## config.mk

```make
export PLATFORM = sky130hd
export DESIGN_NAME = fetch_buffer
export DESIGN_NICKNAME = d
export VERILOG_FILES = /design/src/rtl/fetch_buffer.sv
export SDC_FILE = /design/constraint.sdc
export NUM_CORES = 1
export LEC_CHECK = 0
export BUFFER_PORTS_ARGS = -buffer_cell sky130_fd_sc_hd__buf_2
export CAP_MARGIN = 10
export CORE_MARGIN = 5
export CORE_UTILIZATION = 40
export CTS_CLUSTER_SIZE = 28
export DETAILED_ROUTE_END_ITERATION = 7
export HOLD_SLACK_MARGIN = 0.08
export PLACE_DENSITY = 0.69
export SYNTH_ARGS = -nofsm -noshare
export SYNTH_HDL_FRONTEND = slang
export SYNTH_SLANG_ARGS = --single-unit
```

## constraint.sdc

```tcl
create_clock -name CLK -period 5.2 [get_ports CLK]
set_input_delay 0.78 -clock CLK [delete_from_list [all_inputs] [get_ports CLK]]
set_output_delay 0.78 -clock CLK [all_outputs]
set_load 0.02 [all_outputs]
```

## src/rtl/fetch_buffer.sv

```systemverilog
// Instruction fetch stage: drives icache reads from the fetch PC and queues returned
// words with their PCs in a small FIFO, presenting the oldest entry to decode.
module fetch_buffer #(
  parameter logic [31:0] PC_INIT   = 32'h0000_0000,
  parameter int          BUF_DEPTH = 2
) (
  input  logic        CLK,
  input  logic        RST,
  input  logic        ihit,
  input  logic [31:0] imemload,
  output logic        imemREN,
  output logic [31:0] imemaddr,
  input  logic        redirect,
  input  logic [31:0] redirect_pc,
  input  logic        halt,
  output logic [31:0] instr,
  output logic [31:0] instr_pc,
  output logic        instr_valid,
  input  logic        instr_ready,
  output logic [2:0]  count
);

  typedef logic [31:0] word_t;
  typedef enum logic {FETCH, HALTED} state_t;

  localparam int         PTR_W   = $clog2(BUF_DEPTH);
  localparam logic [2:0] DEPTH_C = 3'(BUF_DEPTH);

  state_t           state, next_state;
  word_t            fpc;
  word_t            buf_pc    [BUF_DEPTH];
  word_t            buf_instr [BUF_DEPTH];
  logic [PTR_W-1:0] head, tail;
  logic             push, pop, flush;

  // NOTE: every combinational output gets its default first, so no path can infer a latch.
  always_comb begin
    next_state = state;
    if (state == FETCH && halt) next_state = HALTED;
  end

  // NOTE: sequential state uses non-blocking assignments so all registers see pre-edge values.
  always_ff @(posedge CLK) begin
    if (RST) state <= FETCH;
    else     state <= next_state;
  end

  // Request and valid depend only on registered state (and reset), never on ready/redirect/ihit.
  assign imemaddr    = fpc;
  assign imemREN     = (state == FETCH) && (count < DEPTH_C) && !RST;
  assign instr_valid = (count != 3'd0) && (state == FETCH) && !RST;
  assign instr       = instr_valid ? buf_instr[head] : 32'h0;
  assign instr_pc    = instr_valid ? buf_pc[head]    : 32'h0;

  assign push  = imemREN && ihit && !redirect && !halt;
  assign pop   = instr_valid && instr_ready && !redirect && !halt;
  assign flush = (state == FETCH) && (halt || redirect);

  always_ff @(posedge CLK) begin
    if (RST) begin
      fpc   <= PC_INIT;
      head  <= '0;
      tail  <= '0;
      count <= 3'd0;
    end else if (flush) begin
      head  <= '0;
      tail  <= '0;
      count <= 3'd0;
      // Halt freezes the fetch PC; only a redirect in FETCH retargets it.
      if (!halt) fpc <= {redirect_pc[31:2], 2'b00};
    end else begin
      if (push) begin
        tail <= tail + PTR_W'(1);
        fpc  <= fpc + 32'd4;
      end
      if (pop) head <= head + PTR_W'(1);
      case ({push, pop})
        2'b10:   count <= count + 3'd1;
        2'b01:   count <= count - 3'd1;
        default: count <= count;
      endcase
    end
  end

  // NOTE: the entry storage is not reset; count gates every read, so stale contents are never seen.
  always_ff @(posedge CLK) begin
    if (push) begin
      buf_pc[tail]    <= fpc;
      buf_instr[tail] <= imemload;
    end
  end

endmodule

```

==> flow_metrics.env <==
export IMPL_vias=5133
export IMPL_clk_latency_ns=0.41
export IMPL_rr_worst_depth=4
export IMPL_vias_per_cell=5.37
export IMPL_h_tree_depth=4
export IMPL_gr_usage_met3_pct=4.10
export IMPL_r2r_slack_ns=2.38
export IMPL_drc=0
export IMPL_cts_buffers=17
export IMPL_crit_buf_inv=3
export IMPL_rsz0062_at_grt="false"
export IMPL_die_x_um=142
export IMPL_worstReg2RegEnd="buf_pc[0][31]"
export IMPL_clk_path_buf_depth=2
export IMPL_grt_pass1_wl_um=27100
export IMPL_grt_overflow=0
export IMPL_worstMarginPinSlew_ns=1.08
export IMPL_finalSetupViolations=0
export IMPL_min_from="head"
export IMPL_grt_max_degree=63
export IMPL_vdd_drop_max_v=0.000221
export IMPL_setup_tns_ns=0
export IMPL_yosysWarnings=0
export IMPL_min_period_ns=3.30
export IMPL_ant_nets=0
export IMPL_die_area_um2=20200
export IMPL_busiest_layer="met2"
export IMPL_crit_fanout=62
export IMPL_fillers=1552
export IMPL_crit_cells=6
export IMPL_syn_to_final_growth_pct=23.6
export IMPL_synthesis_area_um2=6970
export IMPL_final_core_util_pct=50.1
export IMPL_hpwl_um=11900
export IMPL_gr_usage_all_layers_pct=17.1
export IMPL_r2r_start="count[2]"
export IMPL_synth_edff_count=124
export IMPL_critPathKind="input port to primary output"
export IMPL_nets=791
export IMPL_gp_congestion=0.896
export IMPL_arrival_ns=2.52
export IMPL_io_buffer_count=164
export IMPL_finalHoldViolations=0
export IMPL_drive_gt1_share_pct=30.1
export IMPL_slew_headroom_pct=27.9
export IMPL_final_common_cell="buf_2"
export IMPL_crit_family="buffers and inverters"
export IMPL_powerDensity_nw_per_um2=339
export IMPL_cp_start_kind="input port"
export IMPL_seq_area_um2=4470
export IMPL_cts_tree="built"
export IMPL_crit_required_ns=4.42
export IMPL_num_io_pins=171
export IMPL_cts_hold_buf=0
export IMPL_antennaDiodeCount=0
export IMPL_synth_distinct_cells=62
export IMPL_cp_cell_sequence="buf_2 -> nor2_1 -> o31ai_4 -> buf_4 -> nor2_1 -> buf_2"
export IMPL_syn_inst=563
export IMPL_cts_sinks=161
export IMPL_post_place_ws_ns=1.73
export IMPL_min_to="head"
export IMPL_fmax_ghz=0.303
export IMPL_detail_route_wl_per_cell_um=18.2
export IMPL_clk_pin_slew_worst_paths_ns=0.06
export IMPL_layout_common_cells="buf_2, edfxtp_1, nor2_1, mux2i_1, dfxtp_1"
export IMPL_rows=48
export IMPL_antenna_found_initial=0
export IMPL_drt_iter0_drc=435
export IMPL_cts_resized=0
export IMPL_syn_area_per_cell_um2=12.4
export IMPL_fin_cells=956
export IMPL_status="finished, final reports clean"
export IMPL_multi_input_area_um2=2330
export IMPL_hp_class="flip-flop to flip-flop"
export IMPL_p_leak_nw=3.22
export IMPL_start_util_pct=40.6
export IMPL_drv_slew=0
export IMPL_die_h_um=142
export IMPL_cap_violations=0
export IMPL_post_cts_buffers=0
export IMPL_slowest_stage="buf_4"
export IMPL_clockRootBuffer="clkbuf_16"
export IMPL_async_flop_share_pct=0
export IMPL_met1_usage_pct=21.6
export IMPL_grt_use_met2_pct=28.9
export IMPL_firstDrtPassIters=5
export IMPL_holdPathStages=2
export IMPL_end_kind="primary output"
export IMPL_synth_ff_type="edfxtp_1"
export IMPL_yosysSeqAreaShare_pct=64.1
export IMPL_ys_seq_elements=161
export IMPL_cpPeakStageDelay_ns=0.61
export IMPL_post_place_cells=924
export IMPL_setup_ws_ns=1.90
export IMPL_grt_pass1_vias=5175
export IMPL_wl_um=17400
export IMPL_fp_coreArea_um2=17200
export IMPL_clock_skew_ns=0.0101
export IMPL_finalCritPeriodShare_pct=63.4
==> cell families after synthesis <==
kind of cell	count (synthesis)	share of synthesized area [%]
and+or+nand+nor	187	13.3
DFF	161	64.1
AOI/OAI and AO/OA	96	9.05
muxes	66	9.48
buffers and inverters	45	2.87
xor gates and xnor gates	4	0.503
adders and majority gates	3	0.647
other	1	0.0538
==> metrics by stage <==
step / instance area, um2 / hold slack [ns] / power (mW)
floorplan: 6980 / 0.481 / 1.55
global placement: 7980 / 0.505 / 1.62
detailed placement: 7980 / 0.509 / 1.63
CTS: 8610 / 0.526 / 2.95
global route: 8610 / 0.525 / 3.02
finish: 8610 / 0.528 / 2.92
==> area by class of cell <==
class                           instances  area share, %
Sequential cell                       161           51.9
Timing Repair Buffer                  170           10.1
Inverter                                8          0.349
Multi-Input combinational cell        360           27.1
Clock inverter                         14           2.33
Tap cell                              225           3.27
Clock buffer                           18           4.99
==> Yosys cell counts, types with 2 or more instances <==
cell | number | area share, %
a21oi_1 | 26 | 1.9
ha_1 | 2 | 0.36
nand4_1 | 10 | 0.90
nor4_2 | 2 | 0.36
and2_1 | 2 | 0.18
nor3_1 | 7 | 0.50
and3_1 | 9 | 0.81
a41o_1 | 2 | 0.29
buf_2 | 6 | 0.43
a41oi_1 | 2 | 0.25
nor2_1 | 98 | 5.3
nand2_1 | 20 | 1.1
dfxtp_1 | 37 | 11
a22oi_1 | 4 | 0.43
nor4_1 | 3 | 0.27
a211oi_1 | 5 | 0.54
or3_1 | 6 | 0.54
inv_1 | 6 | 0.32
edfxtp_1 | 124 | 53
mux2i_1 | 66 | 9.5
nor3_2 | 2 | 0.29
xor2_1 | 3 | 0.38
o21a_1 | 2 | 0.22
o311ai_0 | 2 | 0.25
nand3_1 | 14 | 1.0
a32o_1 | 2 | 0.29
a32oi_1 | 3 | 0.38
o21ai_0 | 25 | 1.8
and4_1 | 2 | 0.25
a311oi_1 | 2 | 0.25
clkbuf_1 | 24 | 1.3
a22o_1 | 2 | 0.25
o221a_2 | 3 | 0.48
buf_4 | 6 | 0.65
a31oi_1 | 7 | 0.63
==> power breakdown <==
| part | switching [mW] | leakage, nW | internal, mW |
|---|---|---|---|
| sequential | 0.0323 | 1.45 | 1.41 |
| combinational | 0.104 | 1.47 | 0.0595 |
| clock | 0.506 | 0.300 | 0.812 |
| total | 0.642 | 3.22 | 2.28 |
==> tightest hold or removal path: cells and delay by family, from the launching register on <==
family                    cells  cell delay, ns
DFF                           1            0.33
xor gates and xnor gates      1            0.09
and+or+nand+nor               1            0.08
==> flip-flops by register name (all words and copies together) (netlist names), named ones only <==
signal     flops
imemaddr      30
tail           1
buf_instr     64
buf_pc        60
count          3
head           1
state          1
==> worst max path at each step <==
stage                        start               end  slack [ns]
final                          RST      instr_pc[18]        1.90
after global routing           RST      instr_pc[13]        1.78
after CTS                      RST      instr_pc[19]        1.91
after detailed placement       RST  buf_instr[0][11]        1.73
after global placement         RST  buf_instr[0][18]        1.78
after floorplan           redirect   buf_instr[0][0]        0.68
==> layer usage <==
layer	wire length [um]	vias up
li1	-	2411
met1	7270	2482
met2	8530	212
met3	1310	28
met4	279	0
met5	0	-
No activity file was read; power rests on OpenSTA's default activity.
